**src/rtl/openram_testchip_pkg.sv**
```systemverilog
// Shared widths, packet field offsets and FSM encodings for the GPIO packet path.
// PARITY_CHECK_EN adds the RX parity state.
package openram_testchip_pkg;

    localparam int unsigned PacketWidth = 86;
    localparam int unsigned ResultWidth = 64;
    localparam int unsigned CntWidth    = 7;

    // SRAM select field of an incoming packet
    localparam int unsigned SramSelMsb = 85;
    localparam int unsigned SramSelLsb = 83;

`ifdef PARITY_CHECK_EN
    typedef enum logic [1:0] {RxIdle, RxShift, RxParity} rx_state_e;
`else
    typedef enum logic [1:0] {RxIdle, RxShift} rx_state_e;
`endif

    typedef enum logic [1:0] {TxIdle, TxStart, TxShift} tx_state_e;

endpackage

```
**src/rtl/openram_gpio_packet_shifter_if.sv**
```systemverilog
// Bundles the serial pins and the controller-side packet/result signals of the shifter.
interface openram_gpio_packet_shifter_if #(
    parameter int unsigned PACKET_WIDTH = openram_testchip_pkg::PacketWidth,
    parameter int unsigned RESULT_WIDTH = openram_testchip_pkg::ResultWidth
) ();

    logic                    gpio_in;
    logic [PACKET_WIDTH-1:0] packet_out;
    logic                    packet_valid;
    logic                    rx_busy;
    logic [RESULT_WIDTH-1:0] result_in;
    logic                    result_valid;
    logic                    gpio_out;
    logic                    tx_busy;
    logic                    parity_error;

    modport master (
        output gpio_in,
        output result_in,
        output result_valid,
        input  packet_out,
        input  packet_valid,
        input  rx_busy,
        input  gpio_out,
        input  tx_busy,
        input  parity_error
    );

    modport slave (
        input  gpio_in,
        input  result_in,
        input  result_valid,
        output packet_out,
        output packet_valid,
        output rx_busy,
        output gpio_out,
        output tx_busy,
        output parity_error
    );

endinterface

```
**src/rtl/gpio_result_serializer.sv**
```systemverilog
// Serializes a latched result word onto a GPIO pin: one start bit, then the word MSB first.
module gpio_result_serializer
    import openram_testchip_pkg::*;
#(
    parameter int unsigned RESULT_WIDTH = ResultWidth,
    parameter int unsigned CNT_WIDTH    = CntWidth
) (
    input  logic                    clk_i,
    input  logic                    rst_i,
    input  logic [RESULT_WIDTH-1:0] result_i,
    input  logic                    result_valid_i,
    output logic                    gpio_o,
    output logic                    tx_busy_o
);

    tx_state_e               state_q, state_d;
    logic [RESULT_WIDTH-1:0] sr_q, sr_d;
    logic [CNT_WIDTH-1:0]    cnt_q, cnt_d;
    logic                    last_bit;

    assign last_bit = (cnt_q == CNT_WIDTH'(RESULT_WIDTH - 1));

    always_ff @(posedge clk_i or posedge rst_i) begin
        if (rst_i) begin
            state_q <= TxIdle;
        end else begin
            state_q <= state_d;
        end
    end

    always_comb begin
        state_d = state_q;
        unique case (state_q)
            TxIdle:  if (result_valid_i) state_d = TxStart;
            TxStart: state_d = TxShift;
            TxShift: if (last_bit) state_d = TxIdle;
            default: state_d = TxIdle;
        endcase
    end

    // Requests arriving outside TxIdle are dropped, not queued.
    always_comb begin
        sr_d      = sr_q;
        cnt_d     = cnt_q;
        gpio_o    = 1'b0;
        tx_busy_o = 1'b1;
        unique case (state_q)
            TxIdle: begin
                tx_busy_o = 1'b0;
                cnt_d     = '0;
                if (result_valid_i) sr_d = result_i;
            end
            TxStart: gpio_o = 1'b1;
            TxShift: begin
                gpio_o = sr_q[RESULT_WIDTH-1];
                sr_d   = {sr_q[RESULT_WIDTH-2:0], 1'b0};
                cnt_d  = cnt_q + 1'b1;
            end
            default: tx_busy_o = 1'b0;
        endcase
    end

    always_ff @(posedge clk_i or posedge rst_i) begin
        if (rst_i) begin
            sr_q  <= '0;
            cnt_q <= '0;
        end else begin
            sr_q  <= sr_d;
            cnt_q <= cnt_d;
        end
    end

endmodule

```
**src/rtl/openram_gpio_packet_shifter.sv**
```systemverilog
// GPIO serial front end: RX deserializes start-bit framed packets, TX sub-module sends results.
// Define PARITY_CHECK_EN to expect and check an even-parity bit after each RX payload.
module openram_gpio_packet_shifter
    import openram_testchip_pkg::*;
#(
    parameter int unsigned PACKET_WIDTH = PacketWidth,
    parameter int unsigned RESULT_WIDTH = ResultWidth,
    parameter int unsigned CNT_WIDTH    = CntWidth
) (
    input  logic                          gpio_clock,
    input  logic                          reset,
    openram_gpio_packet_shifter_if.slave  bus
);

    rx_state_e               rx_state_q, rx_state_d;
    logic [CNT_WIDTH-1:0]    rx_cnt_q, rx_cnt_d;
    logic [PACKET_WIDTH-1:0] rx_shift_q, rx_shift_d;
    logic [PACKET_WIDTH-1:0] packet_q, packet_d;
    logic                    valid_q, valid_d;
    logic                    rx_busy;
    logic                    last_bit;

    assign last_bit = (rx_cnt_q == CNT_WIDTH'(PACKET_WIDTH - 1));

    always_ff @(posedge gpio_clock or posedge reset) begin
        if (reset) begin
            rx_state_q <= RxIdle;
        end else begin
            rx_state_q <= rx_state_d;
        end
    end

    always_comb begin
        rx_state_d = rx_state_q;
        unique case (rx_state_q)
            RxIdle: if (bus.gpio_in) rx_state_d = RxShift;
`ifdef PARITY_CHECK_EN
            RxShift:  if (last_bit) rx_state_d = RxParity;
            RxParity: rx_state_d = RxIdle;
`else
            RxShift:  if (last_bit) rx_state_d = RxIdle;
`endif
            default: rx_state_d = RxIdle;
        endcase
    end

`ifdef PARITY_CHECK_EN
    logic perr_q, perr_d;
`endif

    // packet_out only moves on commit, so the controller never sees a partial frame.
    always_comb begin
        rx_cnt_d   = rx_cnt_q;
        rx_shift_d = rx_shift_q;
        packet_d   = packet_q;
        valid_d    = 1'b0;
        rx_busy    = 1'b1;
`ifdef PARITY_CHECK_EN
        perr_d     = 1'b0;
`endif
        unique case (rx_state_q)
            RxIdle: begin
                rx_busy  = 1'b0;
                rx_cnt_d = '0;
            end
            RxShift: begin
                rx_shift_d = {rx_shift_q[PACKET_WIDTH-2:0], bus.gpio_in};
                rx_cnt_d   = rx_cnt_q + 1'b1;
`ifndef PARITY_CHECK_EN
                if (last_bit) begin
                    packet_d = rx_shift_d;
                    valid_d  = 1'b1;
                end
`endif
            end
`ifdef PARITY_CHECK_EN
            RxParity: begin
                // Even parity: payload XOR parity bit must be zero.
                if ((^rx_shift_q) == bus.gpio_in) begin
                    packet_d = rx_shift_q;
                    valid_d  = 1'b1;
                end else begin
                    perr_d = 1'b1;
                end
            end
`endif
            default: rx_busy = 1'b0;
        endcase
    end

    always_ff @(posedge gpio_clock or posedge reset) begin
        if (reset) begin
            rx_cnt_q   <= '0;
            rx_shift_q <= '0;
            packet_q   <= '0;
            valid_q    <= 1'b0;
        end else begin
            rx_cnt_q   <= rx_cnt_d;
            rx_shift_q <= rx_shift_d;
            packet_q   <= packet_d;
            valid_q    <= valid_d;
        end
    end

`ifdef PARITY_CHECK_EN
    always_ff @(posedge gpio_clock or posedge reset) begin
        if (reset) begin
            perr_q <= 1'b0;
        end else begin
            perr_q <= perr_d;
        end
    end
    assign bus.parity_error = perr_q;
`else
    assign bus.parity_error = 1'b0;
`endif

    assign bus.packet_out   = packet_q;
    assign bus.packet_valid = valid_q;
    assign bus.rx_busy      = rx_busy;

    gpio_result_serializer #(
        .RESULT_WIDTH(RESULT_WIDTH),
        .CNT_WIDTH   (CNT_WIDTH)
    ) u_tx (
        .clk_i         (gpio_clock),
        .rst_i         (reset),
        .result_i      (bus.result_in),
        .result_valid_i(bus.result_valid),
        .gpio_o        (bus.gpio_out),
        .tx_busy_o     (bus.tx_busy)
    );

endmodule

```
**src/flat_wrapper.sv**
```systemverilog
// flat-port wrapper written by rule: the top's interface ports become plain ports
module openram_gpio_packet_shifter_flat import openram_testchip_pkg::*;
#(
    parameter int unsigned PACKET_WIDTH = PacketWidth,
    parameter int unsigned RESULT_WIDTH = ResultWidth,
    parameter int unsigned CNT_WIDTH    = CntWidth
)
  (gpio_clock, reset, bus_gpio_in, bus_result_in, bus_result_valid, bus_packet_out, bus_packet_valid, bus_rx_busy, bus_gpio_out, bus_tx_busy, bus_parity_error);
  openram_gpio_packet_shifter_if #(.PACKET_WIDTH(PACKET_WIDTH), .RESULT_WIDTH(RESULT_WIDTH)) bus_i ();
  input  logic gpio_clock;
  input  logic reset;
  input wire logic [$bits(bus_i.gpio_in)-1:0] bus_gpio_in;
  input wire logic [$bits(bus_i.result_in)-1:0] bus_result_in;
  input wire logic [$bits(bus_i.result_valid)-1:0] bus_result_valid;
  output wire logic [$bits(bus_i.packet_out)-1:0] bus_packet_out;
  output wire logic [$bits(bus_i.packet_valid)-1:0] bus_packet_valid;
  output wire logic [$bits(bus_i.rx_busy)-1:0] bus_rx_busy;
  output wire logic [$bits(bus_i.gpio_out)-1:0] bus_gpio_out;
  output wire logic [$bits(bus_i.tx_busy)-1:0] bus_tx_busy;
  output wire logic [$bits(bus_i.parity_error)-1:0] bus_parity_error;
  assign bus_i.gpio_in = bus_gpio_in;
  assign bus_i.result_in = bus_result_in;
  assign bus_i.result_valid = bus_result_valid;
  assign bus_packet_out = bus_i.packet_out;
  assign bus_packet_valid = bus_i.packet_valid;
  assign bus_rx_busy = bus_i.rx_busy;
  assign bus_gpio_out = bus_i.gpio_out;
  assign bus_tx_busy = bus_i.tx_busy;
  assign bus_parity_error = bus_i.parity_error;
  openram_gpio_packet_shifter #(.PACKET_WIDTH(PACKET_WIDTH), .RESULT_WIDTH(RESULT_WIDTH), .CNT_WIDTH(CNT_WIDTH)) u_core (.gpio_clock(gpio_clock), .reset(reset), .bus(bus_i));
endmodule
```
**config.mk**
```make
export PLATFORM = sky130hd
export DESIGN_NAME = openram_gpio_packet_shifter_flat
export DESIGN_NICKNAME = d
export VERILOG_FILES = /design/src/rtl/openram_testchip_pkg.sv /design/src/rtl/openram_gpio_packet_shifter_if.sv /design/src/rtl/gpio_result_serializer.sv /design/src/rtl/openram_gpio_packet_shifter.sv /design/src/flat_wrapper.sv
export SDC_FILE = /design/constraint.sdc
export NUM_CORES = 1
export LEC_CHECK = 0
export BUFFER_PORTS_ARGS = -buffer_cell sky130_fd_sc_hd__buf_2
export CELL_PAD_IN_SITES_DETAIL_PLACEMENT = 2
export CELL_PAD_IN_SITES_GLOBAL_PLACEMENT = 2
export CORE_ASPECT_RATIO = 1.4
export CORE_MARGIN = 2
export CORE_UTILIZATION = 42
export DETAILED_ROUTE_END_ITERATION = 8
export GPL_ROUTABILITY_DRIVEN = 0
export PLACE_DENSITY_LB_ADDON = 0.1
export SYNTH_ARGS = -nofsm -noshare
export SYNTH_HDL_FRONTEND = slang
export SYNTH_SLANG_ARGS = --single-unit
```
**constraint.sdc**
```tcl
create_clock -name gpio_clock -period 19.5 [get_ports gpio_clock]
set_clock_uncertainty 0.1 [all_clocks]
set_input_delay 2.925 -clock gpio_clock [delete_from_list [all_inputs] [get_ports gpio_clock]]
set_output_delay 2.925 -clock gpio_clock [all_outputs]
set_load 0.01 [all_outputs]
```
* Word level (Yosys, flattened, before mapping)
Index checks and enable logic that the tools add are counted.
** Cells by class
- Reduce and logical (&&, ||, !) cells :: 9
- Eq/ne operators :: 9
- $add $sub $neg :: 2
- Mux-type cells :: 15
** Operator list (number)
- 64-bit one-hot mux with 2 select lines :: 1
- 64-bit 2-to-1 mux :: 1
- 7-bit one-hot mux with 2 select lines :: 2
- 7-bit by 1-bit adder with 7-bit output (second input constant) :: 2
- 2-bit 2-to-1 mux :: 4
- 2-bit AND reduction :: 4
- 7-bit by 6-bit == test with 1-bit output (second input constant) :: 1
- 7-bit == test (second input constant) :: 1
- 2-bit != test (second input constant) :: 3
- 2-bit one-hot mux with 3 select lines :: 1
- 2-bit by 1-bit == test with 1-bit output (second input constant) :: 2
- 2-bit zero test :: 2
- 1-bit 2-to-1 mux :: 4
- 2-bit one-hot mux with 2 select lines :: 1
- 2-bit nonzero test :: 2
- 2-bit == test (second input constant) :: 1
- 2-bit by 1-bit != test with 1-bit output (second input constant) :: 1
- 1-bit one-hot mux with 2 select lines :: 1
- 2-bit OR reduction :: 1
** Storage, ports and cells
- Output and inout port bits :: 91
- Flip-flop bits (word level) :: 254

* Depth between registers and ports, before layout
Gate-level depths: netlist (run 1).
- Depth in word-level cells :: 3
- Mapped depth :: 8
- Depth with buffers taken out :: 5

* Modules after synthesis
A second synthesis (run 1) with hierarchy kept.
** Unflattened totals
- Cell total of the unflattened synthesis :: 734
- Area, all modules :: 10231.1 µm²
** By module, submodules not included
- openram_gpio_packet_shifter :: times used 1, area an instance 6720.2 µm², cells each 399, seq. area each 4504.3 µm²
- gpio_result_serializer :: times used 1, area an instance 3510.9 µm², cells each 335, seq. area each 1826.8 µm²

* Worst setup path after synthesis (run 1)
OpenSTA, ideal clock, no wires.
- Path type :: flip-flop to output port
- Start :: register u_core.u_tx.state_q[0]
- End :: output bus_gpio_out
- Path slack :: 15.268 ns
- Cell stages (with the launch flop) :: 7
- Arrival :: 1.207 ns
- Path through :: dfrtp_1 > inv_1 > ha_1 > buf_2 > buf_4 > a21oi_1 > nor2b_1
** Between the ends
- Word-level cells in the longest chain between the ends :: 2
- Elaborated cells between the ends (all ways) :: 3
- Classes of those cells :: eq/ne (2); mux (1)
** RTL lines
- from (decl) :: line gpio_result_serializer.sv:16 : tx_state_e state_q, state_d;
- from (signal assigned) :: line gpio_result_serializer.sv:25 : state_q <= TxIdle;
- from (signal assigned) :: line gpio_result_serializer.sv:27 : state_q <= state_d;
- 2-bit == test or 2-bit by 1-bit == test with 1-bit output (tied branches) :: line gpio_result_serializer.sv:47 : unique case (state_q)
- 1-bit one-hot mux with 2 select lines * :: line gpio_result_serializer.sv:47
- to (decl) :: line flat_wrapper.sv:18 : output wire logic [$bits(bus_i.gpio_out)-1:0] bus_gpio_out;
Mark *: on every way between the ends. The rest lies on a longest branch, timed or not.

* Worst setup path in the final report (run 1)
Ends and elaborated chain as after synthesis.

==> impl_metrics.ini, run 1 <==
[cells_and_area]
drive_above_1_share = 0.4344
final_nets = 955
area_growth_pct = 19.05
n_antenna_cell = 0
fillerInstances = 2248
final_area_sq_mm = 0.01226

[worst_setup_path]
worstSetupEndpointType = primary output
critPathKind = flip-flop to primary output
path_cells = inv_1 > ha_4 > a21oi_1 > nor2b_1 > buf_2
worstPathMaxFanout = 25
cpPeakStageDelay_ns = 0.41
r2r_cells = 4
required_ns = 16.48
critPathLaunchType = flip-flop
arrival_ns = 1.87
critPathSlowestCell = dfrtp_1

[grt]
grt_pass1_wl_microns = 38510
grt_usage = 0.1857
grt_pass1_vias = 7184
grt_max_degree = 133
grt_overflow = 0
grt_antenna_before_repair = 0

[drt]
viasPerCell = 5.074
ant_nets = 0
first_pass_iters = 4
vias = 6140
wl_per_cell_microns = 18.92
routed_wl_microns = 22900
drt_iter0_markers = 120
drc = 0

[yosys]
synth_top_family_by_area = multiplexers
muxShareOfSynthArea = 0.2608
synth-compound-area-share = 0.04240
synth.avg_cell_area_sq_um = 14.11
synth_warnings = 0
netlist_area_sq_mm = 0.01030
ys_seq_elements = 253
synthXorXnorAreaFrac = 0.005103
synth.distinct_cells = 37
synth-simple-area-share = 0.04094
synth_seq_area_share = 0.6147
syn_nets = 805
postSynthCellCount = 730
synth_adder_area_share = 0.008504

[timing]
timing.final.hold_violations = 0
post-route-min-period_ns = 4.898
final-max-slew-violation-count = 0
timing.fmax_ghz = 0.2042
period_share = 0.2512
finalSetupTns_ns = 0
rsz0062_at_grt = false
holdWs_ns = 0.3841
setup_viol = 0
worst_pin_slew_ns = 1.086
slew-limit-headroom = 0.2746

[floorplan]
die_area_sq_mm = 0.02581
coreArea_sq_mm = 0.02406
start_util = 0.4281
die_h_microns = 189.3
rows = 67
chipWidth_microns = 136.3
num_io_pins = 159

[clocking]
clock_latency_ns = 0.52
cts_max_level = 1
cts_tree = done
cts_buffers = 27
cts_root_buf = clkbuf_16
cts_max_path_buffers = 3
clock_sinks = 253
cts_setup_buffers = 0
ctsResizeCount = 0
clkTransAtPathRegs_ns = 0.06
ctsHoldBuffers = 0

[placement]
placed_area_sq_mm = 0.01128
portBuffers = 157
place_hpwl_microns = 14830

[power_and_ir_drop]
ir_worst_vdd_v = 0.00007111
cellPowerDensity_mw_per_mm2 = 136.0
power_leakage_nw = 6.086

[min_path]
worstHoldPathType = flip-flop to flip-flop
hold_depth = 2

[job]
maxCapViolCount = 0

[status]
status = finished clean
[cell type report]
type | count | area (sq um) | area share
timing repair buffer | 163 | 830.8 | 0.06776
tap | 310 | 387.9 | 0.03164
inverter | 6 | 30.03 | 0.002449
sequential | 253 | 6335 | 0.5167
multi-input combinational | 429 | 3701 | 0.3019
clock inverter | 12 | 172.7 | 0.01408
clock buffer | 37 | 803.3 | 0.06552
[where the power goes]
part	leakage, nW	internal [W]	total [W]	switching (W)
sequential	3.30	0.000661	0.000753	0.0000925
clock	0.480	0.000341	0.000548	0.000207
combinational	2.31	0.000171	0.000366	0.000195
[cells by family (layout without fill, tap and decap cells)]
group,count (synthesis),in the layout
flip-flops,253,253
XOR/XNOR,6,6
multiplexers,238,238
other,1,1
AO/OA/AOI/OAI,81,81
buffers and inverters,48,218
AND/OR/NAND/NOR,96,96
adder cells (fa/ha/maj),7,7
[synthesized netlist by cell type]
cell type    n  share of area
buf_6        1         0.0011
clkbuf_4     2         0.0015
mux2_4      20          0.029
buf_12       2         0.0039
buf_4        8         0.0058
and2_1       3         0.0018
o31ai_1      2         0.0015
nand3b_1     1        0.00073
nor2_1       5         0.0018
nor2_4       1         0.0011
buf_2       17         0.0083
o22ai_1      1        0.00061
nand3_1      4         0.0019
inv_1        6         0.0022
nand4b_2     1         0.0015
o21ai_0     66          0.032
buf_1        3         0.0011
mux2_1       1         0.0011
clkbuf_1     9         0.0033
mux2_2     152           0.17
o21a_1       2         0.0015
o31ai_4      1         0.0021
dfrtp_1    253           0.61
and3_1       1        0.00061
a21oi_1      4         0.0019
xnor2_1      5         0.0043
mux2i_1     64          0.062
nand4_1      1        0.00061
nand2_1     72          0.026
conb_1       1        0.00036
ha_1         7         0.0085
nor2b_1      6         0.0036
xor2_1       1        0.00085
a22o_1       1        0.00085
nand3_2      1        0.00097
mux2i_4      1         0.0022
o21ai_1      4         0.0019
[placed cells by master (no fill, tap or decap), drive strengths merged, types with 2 or more instances in the layout]
cell / netlist / routed
inv: 6 / 7
ha: 7 / 7
clkbuf: 11 / 37
mux2i: 65 / 65
nand2: 72 / 72
and2: 3 / 3
clkinvlp: 0 / 2
bufinv: 0 / 4
xnor2: 5 / 5
nor2b: 6 / 6
o31ai: 3 / 3
buf: 31 / 163
mux2: 173 / 173
o21ai: 70 / 70
dfrtp: 253 / 253
o21a: 2 / 2
nand3: 5 / 5
clkinv: 0 / 5
nor2: 6 / 6
a21oi: 4 / 4
[worst max-delay path: cells and delay by family (launching register included)]
| kind | cells | cell delay [ns] |
|---|---|---|
| buffers and inverters | 2 | 0.28 |
| AO/OA/AOI/OAI | 1 | 0.12 |
| adder cells (fa/ha/maj) | 1 | 0.39 |
| flip-flops | 1 | 0.41 |
| AND/OR/NAND/NOR | 1 | 0.14 |
[flip-flops by register name (all words and copies together) (netlist names)]
name,flops
u_core.u_tx.state_q,2
u_core.u_tx.sr_q,64
u_core.rx_state_q,1
u_core.bus.packet_valid,1
u_core.rx_cnt_q,7
u_core.u_tx.cnt_q,7
u_core.rx_shift_q,85
u_core.bus.packet_out,86
[metrics by stage]
| stage | total power (W) | worst slack [ns] | instances | utilization |
|---|---|---|---|---|
| final | 0.001667 | 14.60 | 1210 | 0.5096 |
| after global routing | 0.001779 | 14.28 | 1210 | 0.5096 |
| after CTS | 0.001701 | 14.52 | 1210 | 0.5096 |
| after detailed placement | 0.001135 | 13.97 | 1161 | 0.4690 |
| after global placement | 0.001096 | 14.06 | 1161 | 0.4690 |
| after floorplan | 0.001014 | 9.518 | 730 | - |
[path summary, 6_finish.rpt]
kind | startpoint | end | slack, ns
min in group asynchronous | reset | u_core.bus.packet_out[42] | 2.54
worst max-delay path | u_core.u_tx.state_q[0] | bus_gpio_out | 14.60
max in group asynchronous | reset | u_core.bus.packet_out[8] | 14.68
worst max register to register | u_core.rx_state_q[0] | u_core.bus.packet_out[85] | 16.22
worst min register to register | u_core.u_tx.sr_q[28] | u_core.u_tx.sr_q[28] | 0.38
worst min-delay path | u_core.u_tx.sr_q[28] | u_core.u_tx.sr_q[28] | 0.38
[routing by layer]
layer / track usage / part of all wire / vias to the layer above
met1: 0.2187 / 0.39 / 3181
met5: 0 / 0 / -
met3: 0.03347 / 0.045 / 24
li1: - / - / 2819
met4: 0.04046 / 0.016 / 0
met2: 0.3477 / 0.55 / 116
Power figures use the tool's default switching activity.
==> run 2: changes to the inputs <==
- CORE_UTILIZATION: 42 -> 39
- clock period: 19.5 -> 4.8 ns (I/O delays scaled with it)
==> run 2 against run 1 <==
Net effect: critical endpoint unchanged; combinational power grew to 4.0 times the previous value; clock power grew to 3.9 times the previous value; largest power group unchanged; setup slack worse by 13 ns; global-route usage is 1.5 points lower; non-clock buffer count stayed put; routed wire length is 0.75% higher; sequential share of layout area is 0.069 points higher; register-to-register slack worse by 14 ns; highest routed layer unchanged; total power grew to 4.0 times the previous value; critical path type unchanged; clock-buffer cell count is 1 lower; largest cell class unchanged; utilization is 3.9 points lower.
==> impl_metrics.ini, run 2 (synthesis results as in run 1) <==
[status]
status = finished clean

[timing]
rsz0062_at_grt = false
finalSetupTns_ns = 0
final-max-slew-violation-count = 0
post-route-min-period_ns = 2.901
setup_slack_ns = 1.899
timing.fmax_ghz = 0.3447
setup_viol = 0
timing.final.hold_violations = 0
holdWs_ns = 0.1316
slew-limit-headroom = 0.2835
worst_pin_slew_ns = 1.075
period_share = 0.6045

[drt]
routed_wl_microns = 23070
viasPerCell = 5.053
vias = 6190
drt_iter0_markers = 140
drc = 0
wl_per_cell_microns = 18.83
ant_nets = 0
first_pass_iters = 3

[clocking]
cts_max_level = 1
cts_root_buf = clkbuf_16
clock_sinks = 253
cts_max_path_buffers = 3
clock_latency_ns = 0.53
ctsResizeCount = 0
cts_setup_buffers = 0
clkTransAtPathRegs_ns = 0.06
cts_tree = done
cts_buffers = 27
ctsHoldBuffers = 0

[placement]
dp_slack_ns = 2.120
placedCellCount = 1175
portBuffers = 157
place_hpwl_microns = 14890

[worst_setup_path]
r2r_cells = 4
required_ns = 3.98
cpPeakStageDelay_ns = 0.55
critical_path.endpoint = bus_gpio_out
worstPathMaxFanout = 39
critPathKind = flip-flop to primary output
critPathSlowestCell = ha_4
critPathTopFamily = adder cells
startpoint = u_core.u_tx.state_q[0]
path_cells = inv_1 > ha_4 > a21oi_1 > nor2b_1 > buf_2
critPathBufInv = 2
rr_startpoint = u_core.rx_state_q[0]
worstSetupEndpointType = primary output
cp.depth = 5
r2r_slack_ns = 2.13
critPathLaunchType = flip-flop
arrival_ns = 2.08
worstReg2RegEnd = u_core.bus.packet_out[0]

[floorplan]
die_h_microns = 196.3
num_io_pins = 159
die_area_sq_mm = 0.02774
start_util = 0.3959
rows = 70
chipWidth_microns = 141.3
coreArea_sq_mm = 0.02601

[cells_and_area]
final_cell_mix = 252 x dfrtp_1, 157 x buf_2, 152 x mux2_2, 72 x nand2_1, 66 x o21ai_0
area_growth_pct = 18.89
post-route-util = 0.4707
final_nets = 955
drive_above_1_share = 0.4329
n_antenna_cell = 0
final-instance-count-excl-fill = 1225
final_common_cell = dfrtp_1
largest_register_ffs = 86

[power_and_ir_drop]
pwr-share-seq = 0.459
p_clk_frac = 0.318
switchingPower_w = 0.002005
p_int_w = 0.004663
combPwrFrac = 0.222
power_leakage_nw = 6.069
swShare = 0.3006
ir_worst_vdd_v = 0.0003134
cellPowerDensity_mw_per_mm2 = 544.6

[job]
maxCapViolCount = 0

[grt]
grt_max_degree = 164
grt_usage = 0.1712
use_met3 = 0.03856
grt_pass1_vias = 7166
grt_overflow = 0
gr-usage-met1 = 0.2111
grt_antenna_before_repair = 0
grtUsageMet2 = 0.3071
grt_pass1_wl_microns = 38720
gr-max-usage-layer = met2

[min_path]
worstHoldPathType = input pin to asynchronous set/reset pin
==> run 2: changes by cell type in the layout (fill, tap and decap cells not counted), moves of 2 or more <==
cell      change
clkbuf_8      -3
buf_4         -2
clkbuf_1      +2
clkinv_2      +5
buf_12        +2
==> run 2: worst min path at each step <==
stage | slack, ns | end | start | depth (start not counted)
global placement | 0.36 | u_core.u_tx.sr_q[15] | u_core.u_tx.sr_q[15] | 2
global route | 0.15 | u_core.rx_shift_q[63] | reset | 2
floorplan | 0.35 | u_core.u_tx.sr_q[10] | u_core.u_tx.sr_q[10] | 2
detailed placement | 0.37 | u_core.u_tx.sr_q[43] | u_core.u_tx.sr_q[43] | 2
finish | 0.13 | u_core.rx_shift_q[64] | reset | 2
CTS | 0.12 | u_core.rx_shift_q[64] | reset | 2
==> run 2: metal layers <==
metal,up-vias,wire [microns]
li1,2831,-
met1,3209,9229
met2,117,12250
met3,33,1212
met4,0,378
met5,-,0
==> run 2: stage by stage <==
step / area, sq um / power, W
after detailed placement: 11320 / 0.004623
after global routing: 12240 / 0.007132
after global placement: 11320 / 0.004466
after floorplan: 10300 / 0.004118
after CTS: 12240 / 0.006807
final: 12240 / 0.006668
==> run 2: power groups by stage <==
stage	registers [W]	clock network [W]	logic, W
CTS	0.00308	0.00220	0.00153
detailed placement	0.00311	0	0.00152
global placement	0.00306	0	0.00141
finish	0.00306	0.00212	0.00148
global route	0.00315	0.00229	0.00169
floorplan	0.00300	0	0.00112
==> run 2: cell type report <==
class	count	area, sq um
well taps	324	405.4
repair buffers	163	855.8
clock inverters	14	151.4
flip-flops and latches	253	6335
clock buffers	36	769.5
inverters	6	26.28
multi-input cells	429	3701
fillers	2533	13770
==> run 3: changes to the inputs <==
- clock period: 4.8 -> 2.8 ns (I/O delays scaled with it)
==> run 3 against run 2 <==
Net effect: clock-buffer cell count increased by 9; die area unchanged; setup slack got worse by 1.6 ns; total power increased by 70%; highest routed layer unchanged; final cell count increased by 0.33%; sequential power increased by 72%; sequential cell count unchanged; hold slack got worse by 0.048 ns; routed wire length increased by 0.98%; critical endpoint unchanged; non-clock buffer count increased by 7; sequential share of layout area decreased by 0.33 points.
==> impl_metrics.ini, run 3 (synthesis results as in run 1) <==
[status]
status = finished clean

[placement]
placedCellCount = 1181
place_hpwl_microns = 15710
portBuffers = 157

[floorplan]
coreArea_sq_mm = 0.02601
die_area_sq_mm = 0.02774
start_util = 0.3959
chipWidth_microns = 141.3
num_io_pins = 159
die_h_microns = 196.3
rows = 70

[worst_setup_path]
critPathKind = flip-flop to primary output
critPathLaunchType = flip-flop
critPathBufInv = 2
arrival_ns = 2.02
required_ns = 2.28
worstPathMaxFanout = 39
critPathSlowestCell = ha_4
cpPeakStageDelay_ns = 0.56
path_cells = inv_1 > ha_4 > a21oi_1 > nor2b_1 > buf_2
critPathTopFamily = adder cells
worstSetupEndpointType = primary output

[timing]
period_share = 0.9083
worst_pin_slew_ns = 0.6252
final-max-slew-violation-count = 0
rsz0062_at_grt = false
post-route-min-period_ns = 2.543
slew-limit-headroom = 0.5832
timing.fmax_ghz = 0.3932
setup_viol = 0
timing.final.hold_violations = 0

[clocking]
cts_tree = done
ctsHoldBuffers = 1
clkTransAtPathRegs_ns = 0.06
cts_buffers = 26
cts_root_buf = clkbuf_16
cts_max_path_buffers = 3
ctsResizeCount = 0
clock_sinks = 253
clock_latency_ns = 0.53
cts_max_level = 1
cts_setup_buffers = 0

[power_and_ir_drop]
ir_worst_vdd_v = 0.0005224
cellPowerDensity_mw_per_mm2 = 918.1
power_leakage_nw = 6.093
finalPower_w = 0.01131

[drt]
first_pass_iters = 3
routed_wl_microns = 23300
drt_iter0_markers = 153
viasPerCell = 5.032
ant_nets = 0
drc = 0
wl_per_cell_microns = 18.95
vias = 6184

[grt]
grt_pass1_vias = 7228
grt_pass1_wl_microns = 38720
grt_max_degree = 127
grt_antenna_before_repair = 0
grt_usage = 0.1727
grt_overflow = 0

[min_path]
worstHoldPathType = input pin to flip-flop

[job]
maxCapViolCount = 0

[cells_and_area]
drive_above_1_share = 0.4276
final-instance-count-excl-fill = 1229
final_common_cell = dfrtp_1
n_antenna_cell = 0
largest_register_ffs = 86
area_growth_pct = 19.65
final_cell_mix = 252 x dfrtp_1, 157 x buf_2, 152 x mux2_2, 72 x nand2_1, 66 x o21ai_0
final_nets = 961
fillerInstances = 2601
==> run 3: worst register-to-register path: stages, from the launching register on <==
cell and delay (ns):
dfrtp_1 0.41, inv_1 0.13, ha_4 0.56, buf_12 0.39, mux2i_1 0.32, o21ai_0 0.13
==> run 3: layout make-up <==
type | count | area, sq um | share of cell area
Multi-Input combinational cell | 429 | 3701 | 0.3004
Tap cell | 324 | 405.4 | 0.03290
Clock buffer | 45 | 833.3 | 0.06763
Timing Repair Buffer | 170 | 985.9 | 0.08002
Inverter | 6 | 26.28 | 0.002132
Clock inverter | 2 | 35.03 | 0.002843
Sequential cell | 253 | 6335 | 0.5141
==> run 3: through the flow <==
step / cell area [sq um] / setup TNS (ns) / worst slack [ns] / utilization / hold WS (ns)
after global routing: 12320 / 0 / 0.06589 / 0.4737 / 0.06687
final: 12320 / 0 / 0.2569 / 0.4737 / 0.08306
after floorplan: 10300 / -265.56 / -1.050 / - / 0.3496
after global placement: 11440 / 0 / 0.7170 / 0.4399 / 0.3615
after detailed placement: 11440 / 0 / 0.6309 / 0.4399 / 0.3758
after CTS: 12320 / 0 / 0.1804 / 0.4737 / 0.06375
==> run 3: where the power goes <==
group          total [W]  internal (W)  switching (W)
Sequential       0.00525       0.00460       0.000648
Clock            0.00348       0.00209        0.00139
Combinational    0.00258       0.00123        0.00135
Total             0.0113       0.00793        0.00339
==> run 3: path summary, 6_finish.rpt <==
path                                             start                         to  slack [ns]  cells after the start
worst max-delay path            u_core.u_tx.state_q[0]               bus_gpio_out        0.26                      5
max in group asynchronous                        reset       u_core.u_tx.sr_q[42]        1.42                      4
worst max register to register  u_core.u_tx.state_q[0]       u_core.u_tx.sr_q[30]        0.61                      5
worst min register to register    u_core.u_tx.sr_q[14]       u_core.u_tx.sr_q[14]        0.38                      2
worst min-delay path                 bus_result_in[61]       u_core.u_tx.sr_q[61]        0.08                      3
min in group asynchronous                        reset  u_core.bus.packet_out[65]        0.41                      3
==> run 3: routing by layer <==
metal / global-route usage / vias up / share of wire
met5: 0 / - / 0
met4: 0.03704 / 0 / 0.016
met3: 0.03881 / 27 / 0.055
met2: 0.3139 / 117 / 0.54
met1: 0.2090 / 3196 / 0.39
li1: - / 2844 / -
